`src/rtl/gpio_db_pkg.sv`:
```
// Shared definitions for the debounced Avalon-MM GPIO block:
// register word addresses, bus width and debounce counter sizing.
package gpio_db_pkg;

  localparam int REG_W = 32;

  localparam logic [2:0] ADDR_DATA_IN  = 3'd0;
  localparam logic [2:0] ADDR_DATA_OUT = 3'd1;
  localparam logic [2:0] ADDR_IRQ_MASK = 3'd2;
  localparam logic [2:0] ADDR_EDGE_CAP = 3'd3;
  localparam logic [2:0] ADDR_RISE_EN  = 3'd4;
  localparam logic [2:0] ADDR_FALL_EN  = 3'd5;
  localparam logic [2:0] ADDR_OUT_SET  = 3'd6;
  localparam logic [2:0] ADDR_OUT_CLR  = 3'd7;

  // Counter must hold values up to DB_CYCLES.
  function automatic int cnt_width(input int db);
    return $clog2(db + 1);
  endfunction

endpackage

```
`src/rtl/gpio_db_chan.sv`:
```
// One input channel: synchroniser, polarity inversion, debounce.
// Ports: Clk, Reset, pin (raw), stable (debounced), upd (stable flips next edge).
module gpio_db_chan
  import gpio_db_pkg::*;
#(
  parameter int   SYNC_STAGES = 2,
  parameter int   DB_CYCLES   = 500000,
  parameter logic INV         = 1'b0
) (
  input  logic Clk,
  input  logic Reset,
  input  logic pin,
  output logic stable,
  output logic upd
);

  localparam int CW = cnt_width(DB_CYCLES);

  logic [SYNC_STAGES-1:0] sync;
  logic [CW-1:0]          cnt;
  logic                   stable_q;
  logic                   s;
  logic                   last;

  assign s      = sync[SYNC_STAGES-1] ^ INV;
  assign last   = (cnt == CW'(DB_CYCLES - 1));
  assign upd    = (s != stable_q) && last;
  assign stable = stable_q;

  // Sync flops reset to the idle pin level so the
  // inverted value starts at 0 and no edge appears.
  always_ff @(posedge Clk) begin
    if (Reset) begin
      sync     <= {SYNC_STAGES{INV}};
      stable_q <= 1'b0;
      cnt      <= '0;
    end else begin
      sync <= {sync[SYNC_STAGES-2:0], pin};
      if (s == stable_q) begin
        cnt <= '0;
      end else if (last) begin
        stable_q <= s;
        cnt      <= '0;
      end else begin
        cnt <= cnt + CW'(1);
      end
    end
  end

endmodule

```
`src/rtl/avalon_gpio_db.sv`:
```
// Avalon-MM GPIO: debounced inputs, edge capture with IRQ, set/clear outputs.
// Ports: Clk, Reset, avs_* slave bus, irq, pin_in (raw), pin_out.
module avalon_gpio_db
  import gpio_db_pkg::*;
#(
  parameter int              N_IN        = 10,
  parameter int              N_OUT       = 8,
  parameter int              DB_CYCLES   = 500000,
  parameter int              SYNC_STAGES = 2,
  parameter logic [N_IN-1:0] INV_MASK    = 10'b11_0000_0000
) (
  input  logic             Clk,
  input  logic             Reset,
  input  logic             avs_chipselect,
  input  logic [2:0]       avs_address,
  input  logic             avs_read,
  input  logic             avs_write,
  input  logic [31:0]      avs_writedata,
  output logic [31:0]      avs_readdata,
  output logic             irq,
  input  logic [N_IN-1:0]  pin_in,
  output logic [N_OUT-1:0] pin_out
);

  logic [N_IN-1:0]  stable;
  logic [N_IN-1:0]  upd;
  logic [N_IN-1:0]  ev;
  logic [N_IN-1:0]  w1c;
  logic [N_IN-1:0]  irq_mask;
  logic [N_IN-1:0]  edge_cap;
  logic [N_IN-1:0]  rise_en;
  logic [N_IN-1:0]  fall_en;
  logic [N_OUT-1:0] data_out;
  logic [N_IN-1:0]  wd_in;
  logic [N_OUT-1:0] wd_out;
  logic [REG_W-1:0] rdata;
  logic             wr;
  logic             rd;
  logic             unused_wd;

  for (genvar i = 0; i < N_IN; i++) begin : g_chan
    gpio_db_chan #(
      .SYNC_STAGES(SYNC_STAGES),
      .DB_CYCLES  (DB_CYCLES),
      .INV        (INV_MASK[i])
    ) u_chan (
      .Clk   (Clk),
      .Reset (Reset),
      .pin   (pin_in[i]),
      .stable(stable[i]),
      .upd   (upd[i])
    );
  end

  assign wr     = avs_chipselect && avs_write;
  assign rd     = avs_chipselect && avs_read;
  assign wd_in  = avs_writedata[N_IN-1:0];
  assign wd_out = avs_writedata[N_OUT-1:0];
  assign unused_wd = ^avs_writedata;

  // upd with stable=0 means a 0->1 transition lands this edge.
  assign ev = (upd & ~stable & rise_en)
            | (upd &  stable & fall_en);

  assign w1c = (wr && avs_address == ADDR_EDGE_CAP) ? wd_in : '0;

  assign pin_out = data_out;

  always_comb begin
    rdata = '0;
    case (avs_address)
      ADDR_DATA_IN:  rdata = REG_W'(stable);
      ADDR_DATA_OUT: rdata = REG_W'(data_out);
      ADDR_IRQ_MASK: rdata = REG_W'(irq_mask);
      ADDR_EDGE_CAP: rdata = REG_W'(edge_cap);
      ADDR_RISE_EN:  rdata = REG_W'(rise_en);
      ADDR_FALL_EN:  rdata = REG_W'(fall_en);
      default:       rdata = '0;
    endcase
  end

  always_ff @(posedge Clk) begin
    if (Reset) begin
      data_out     <= '0;
      irq_mask     <= '0;
      edge_cap     <= '0;
      rise_en      <= '1;
      fall_en      <= '0;
      avs_readdata <= '0;
      irq          <= 1'b0;
    end else begin
      if (rd) avs_readdata <= rdata;
      irq      <= |(edge_cap & irq_mask);
      // New events override a same-cycle clear.
      edge_cap <= (edge_cap & ~w1c) | ev;
      if (wr) begin
        case (avs_address)
          ADDR_DATA_OUT: data_out <= wd_out;
          ADDR_IRQ_MASK: irq_mask <= wd_in;
          ADDR_RISE_EN:  rise_en  <= wd_in;
          ADDR_FALL_EN:  fall_en  <= wd_in;
          ADDR_OUT_SET:  data_out <= data_out | wd_out;
          ADDR_OUT_CLR:  data_out <= data_out & ~wd_out;
          default: ;
        endcase
      end
    end
  end

endmodule

```
`config.mk`:
```
export PLATFORM = sky130hd
export DESIGN_NAME = avalon_gpio_db
export DESIGN_NICKNAME = d
export VERILOG_FILES = /design/src/rtl/gpio_db_pkg.sv /design/src/rtl/gpio_db_chan.sv /design/src/rtl/avalon_gpio_db.sv
export SDC_FILE = /design/constraint.sdc
export NUM_CORES = 1
export LEC_CHECK = 0
export CAP_MARGIN = 20
export CORE_AREA = 3 3 227 118
export CTS_CLUSTER_SIZE = 30
export DETAILED_ROUTE_END_ITERATION = 8
export DIE_AREA = 0 0 230 121
export GPL_TIMING_DRIVEN = 1
export PLACE_DENSITY = 0.7
export REMOVE_ABC_BUFFERS = 1
export SYNTH_ARGS = -nofsm -noshare
export SYNTH_HDL_FRONTEND = slang
export SYNTH_SLANG_ARGS = --single-unit
```
`constraint.sdc`:
```
create_clock -name Clk -period 2.2 [get_ports Clk]
set_clock_uncertainty 0.15 [all_clocks]
set_input_delay 0.33 -clock Clk [delete_from_list [all_inputs] [get_ports Clk]]
set_output_delay 0.33 -clock Clk [all_outputs]
set_load 0.01 [all_outputs]
```
# --- Yosys cells after proc, flatten, opt, wreduce, memory -nomap -nowiden ---
# Index checks and enable logic that the tools add are counted.
op_classes:
  mux: 3
  bitwise: 25
  addsub: 10
  n_eq_ne: 37
  reduce_logical: 40
op_table:
  columns: ["cell", "count"]
  rows:
  - ["adder 19 x 1 -> 19 bit, second input constant", 10]
  - ["== test 19 bit, second input constant", 10]
  - ["AND 10 bit", 6]
  - ["one-hot mux 10 bit (6 select lines)", 1]
  - ["OR reduction 3 bit", 10]
  - ["AND reduction 2 bit", 14]
  - ["one-hot mux 8 bit (3 select lines)", 1]
  - ["NOT 10 bit", 2]
  - ["bitwise OR 10 bit", 2]
  - ["logical AND 1 bit", 13]
  - ["== test 3 bit, second input constant", 4]
  - ["NOT 1 bit", 12]
  - ["== test 1 bit", 10]
  - ["two-way mux 10 bit", 1]
  - ["!= test 1 bit", 10]
  - ["OR reduction 10 bit", 1]
  - ["AND 8 bit", 1]
  - ["NOT 8 bit", 1]
  - ["bitwise OR 8 bit", 1]
  - ["== test 3 x 2 -> 1 bit, second input constant", 2]
  - ["== test 3 x 1 -> 1 bit, second input constant", 1]
  - ["logical NOT 3 bit", 1]
  - ["nonzero test 3 bit", 1]
totals:
  input_bits: 50
  reg_bits: 301

# --- Longest topological paths before layout ---
logic_depth:
  ltp_word: 7
  ltp_mapped: 7
  mapped_depth_nobuf: 5

# --- Hierarchy ---
# From an unflattened synthesis, not the netlist that was laid out.
unflattened:
  cells_unflattened: 1507
  hier_area_um2: 13225.2
by_module_without_submodules:
  columns: ["module", "area_per_inst_um2", "instances", "cells_each"]
  rows:
  - ["gpio_db_chan (g_chan[0].u_chan ...)", 1019.7, 8, 116]
  - ["avalon_gpio_db", 3083.0, 1, 358]
  - ["gpio_db_chan (g_chan[8].u_chan)", 1008.5, 1, 111]
  - ["gpio_db_chan (g_chan[9].u_chan)", 975.9, 1, 110]

# --- Worst setup path before layout ---
# Ideal clock, no wire load.
synth_path:
  path_kind: "register -> register"
  start: "register g_chan[3].u_chan.cnt[0]"
  end: "register g_chan[3].u_chan.cnt[10]"
  arrival_ns: 1.793
  path_buffers: 1
  path_stages_with_launch: 7
  path_slack_ns: 0.140
  cell_sequence: "dfxtp_1 > ha_1 > nand4_1 > or2_2 > o21ai_1 > buf_2 > nor2_1"
synth_between:
  elab_chain_len: 2
synth_rtl:
  columns: ["element", "line", "source"]
  rows:
  - ["start, declared", "gpio_db_chan.sv:20", "logic [CW-1:0] cnt;"]
  - ["start signal, assigned", "gpio_db_chan.sv:45", "cnt <= cnt + CW'(1);"]
  - ["parallel branches: the longest is 2 deep, another holds adder 19 x 1 -> 19 bit", null, null]
# Several ways; the timed one is not identified.
# A chain may end at the register's enable or synchronous reset.

# --- Final worst setup path ---
layout_path:
  start: "register g_chan[4].u_chan.cnt[0]"
  end: "register g_chan[4].u_chan.cnt[18]"
layout_between:
  elab_chain_len: 2
layout_rtl:
  columns: ["element", "line"]
  rows:
  - ["start, declared", "gpio_db_chan.sv:20"]
  - ["start signal, assigned", "gpio_db_chan.sv:45"]
  - ["parallel branches: the longest is 2 deep, another holds adder 19 x 1 -> 19 bit", null]
# Several ways; the timed one is not identified.

==> metrics.txt <==
DP Cell Count=approximately 1.8k; Slew Viols, Final=0; DRC viols=0; FF-to-FF End=g_chan[4].u_chan.cnt[18]$_SDFF_PP0_; I/O Buffers=46; Die Y=between 100 and 150 um; Avg Cell Area, Syn=between 8 and 9 um^2; Buf/Inv on CP=1; Synth top cells by count=279 x dfxtp_1, 196 x nor2_1, 82 x nand3_1; Multi-input gate area=between 6000 and 7000 um^2; Synth Area in Compound Gates=0.108; CTS buffer count=26; R2R depth=6; DRT Pass-1 Iters=5; Max Cap Viol=0; slowest library cell on the worst path=dfxtp_1; Fmax=approximately 0.47 GHz; Max VDD drop=approximately 0.00051 V; CP endpoint kind=register; relative slew slack=0.480; # IOs=91; initial antenna violation count=1; post-synthesis adder-cell area fraction=0.00989; Power, Total=between 10 and 15 mW; fill count=2183; GRT Total Usage=0.196; Mapped Cells=~1.4k; Detail Placement HPWL=19900 um; final hold vios=0; warnings from Yosys=0; PwrDens=between 600 and 700 nW/um^2; total negative slack=0 ns; ys flop type=dfxtp_1; CP required=around 2.5 ns; Synth async-reset ratio=0; vias per cell=~5.6; crit path DAT=2.39 ns; Hold Path End=fall_en[4]$_SDFFE_PP0P_; Core Util, Final=0.587; row count=41; DR WL/cell=approximately 15 um; reg-to-reg startpoint=g_chan[4].u_chan.cnt[0]$_SDFF_PP0_; share of cells above drive strength 1=0.0926; Synth area leaders=dfxtp_1 44%, nor2_1 5.8%, xnor2_1 4.4%, xor2_1 4.4%, nand3_1 3.2%; top cell type's share of synthesized area=0.441; CP Class=register to register; HP Class=input port to register; largest family of logic cells by synthesized area=simple AND/OR/NAND/NOR gates; simple-gate share of the synthesized area=0.276; Worst Path Max Fanout=5; Hold Crit Depth=2; CTS Root Cell=clkbuf_16; Pleak=between 4 and 5 nW; Die X=230 um; CP Cell Sequence=ha_1 -> and4_2 -> nand4_1 -> buf_4 -> o31a_1 -> o21ba_2; CP top delay family=simple AND/OR/NAND/NOR gates; Final ANT Viol Nets=0; FF+latch area=roughly 5600 um^2; area growth from synthesis to final layout=15.7%; sequential-to-total area share from yosys stat=0.441; Starting Density=0.507; die area=about 28000 um^2; post-route insts no fill=1890; Synth Area in XOR/XNOR=0.0886; dominant cell by count in the synthesized netlist=dfxtp_1; Post-synth EDFFs=0; vias post-DR=10.5k; final setup violation count=0; Worst-Margin Slew=0.781 ns; clock buffer depth=3; worst skew pair latency=between 0.5 and 0.6 ns; Setup crit start=g_chan[4].u_chan.cnt[0]$_SDFF_PP0_; clock sink count=roughly 280; setup slack, reg-to-reg=between 0.08 and 0.09 ns; Distinct cells, synth=71; routed wire length=27900 um; status=complete, no violations; multiplexer share of the synthesized area=0.0335; fin crit share=0.960; unrepaired setup endpoints after global routing=false; gr ovfl total=0; Setup WS post-layout=0.0879 ns; Mapped Area=~13000 um^2; Worst Hold Slack=roughly 0.043 ns; delay of the slowest critical-path stage=0.39 ns; Placer Congestion=around 0.85; hold buffers post-CTS=0; Setup crit start kind=register; H-tree depth=1; Clk pin slew, worst setup/hold paths=~0.070 ns; core area=around 25000 um^2; initial DRC count=slightly above 800; Setup WS pre-CTS=-0.0503 ns; Nets=between 1.5k and 2k; Yosys reg bits=between 200 and 300; HP Start=Reset; largest net degree at the start of global routing=24; vias in the first global route=between 9k and 10k; largest area contributor in the netlist=dfxtp_1; Period minus WS final=between 2 and 2.5 ns; Final Cell Area=~15000 um^2; CTS tree=done; global-route wire length before repair=around 47000 um; dpl cell area=~14000 um^2
registers in the layout, summed over array words and instances (netlist names):
register              count
g_chan.u_chan.cnt       190
g_chan.u_chan.sync       20
avs_readdata             10
edge_cap                 10
fall_en                  10
g_chan.u_chan.stable     10
irq_mask                 10
rise_en                  10
pin_out                   8
irq                       1
cells in the final DEF, fill, tap and decap left out, drive strengths merged, types with 24 or more instances in the layout:
cell type and instances:
a21oi 73, and3 24, and4 25, buf 62
clkbuf 40, clkdlybuf4s50 45, dfxtp 279, inv 38
mux2i 30, nand2 80, nand3 83, nand4 57
nor2 196, nor2b 27, nor3 24, o21ai 62
or3 32, xnor2 64, xor2 64
worst reg2reg max path, stage by stage, from the launching register on:
cell     delay [ns]
dfxtp_1        0.39
ha_1           0.26
and4_2         0.31
nand4_1        0.22
buf_4          0.21
o31a_1         0.27
o21ba_2        0.20
how the worst max path moves through the flow:
stage	to	slack, ns	depth (start not counted)
after floorplan	rise_en[0]$_SDFFE_PP1P_	-0.03	4
after global placement	pin_out[3]$_SDFFE_PP0P_	-0.03	6
after detailed placement	pin_out[4]$_SDFFE_PP0P_	-0.05	6
after CTS	g_chan[3].u_chan.cnt[17]$_SDFF_PP0_	0.1	4
after global routing	g_chan[4].u_chan.cnt[18]$_SDFF_PP0_	0.01	6
final	g_chan[4].u_chan.cnt[18]$_SDFF_PP0_	0.09	6
cell families (layout without fill, tap and decap cells):
logic type | Yosys count | after routing
XOR/XNOR | 128 | 128
adder cells (fa/ha/maj) | 10 | 10
buffers and inverters | 112 | 190
multiplexers | 39 | 39
AND/OR/NAND/NOR | 659 | 659
other | 1 | 23
flip-flops | 279 | 279
AO/OA/AOI/OAI | 218 | 218
per-layer routing:
| metal | up-vias | share of wire | track usage | wire length (um) |
|---|---|---|---|---|
| li1 | 5277 | - | - | - |
| met1 | 5017 | 0.47 | 0.260 | 13200 |
| met2 | 206 | 0.47 | 0.343 | 13200 |
| met3 | 35 | 0.037 | 0.0295 | 1030 |
| met4 | 0 | 0.018 | 0.0373 | 501 |
| met5 | - | 0 | 0 | 0 |
report_power, final:
group          switching, mW  total [mW]  internal, mW  leakage, nW
clock                   1.91        4.68          2.77        0.433
sequential            0.0276        5.12          5.09         2.25
combinational          0.212       0.383         0.171         2.08
total                   2.15        10.2          8.03         4.76
repair_timing:
action	CTS	global route
buffers inserted	0	1
endpoints found under the setup margin	0	5
endpoints found under the hold margin	0	0
gates resized for setup	0	2
layout make-up:
cell class | instances | area share
Clock inverter | 6 | 0.00743
Multi-Input combinational cell | 1076 | 0.452
Tap cell | 344 | 0.0294
Clock buffer | 40 | 0.0529
Sequential cell | 279 | 0.381
Timing Repair Buffer | 107 | 0.0668
Inverter | 37 | 0.00949
Antenna cell | 1 | 0.000171
Note: power is estimated with default switching activity, not from simulation.
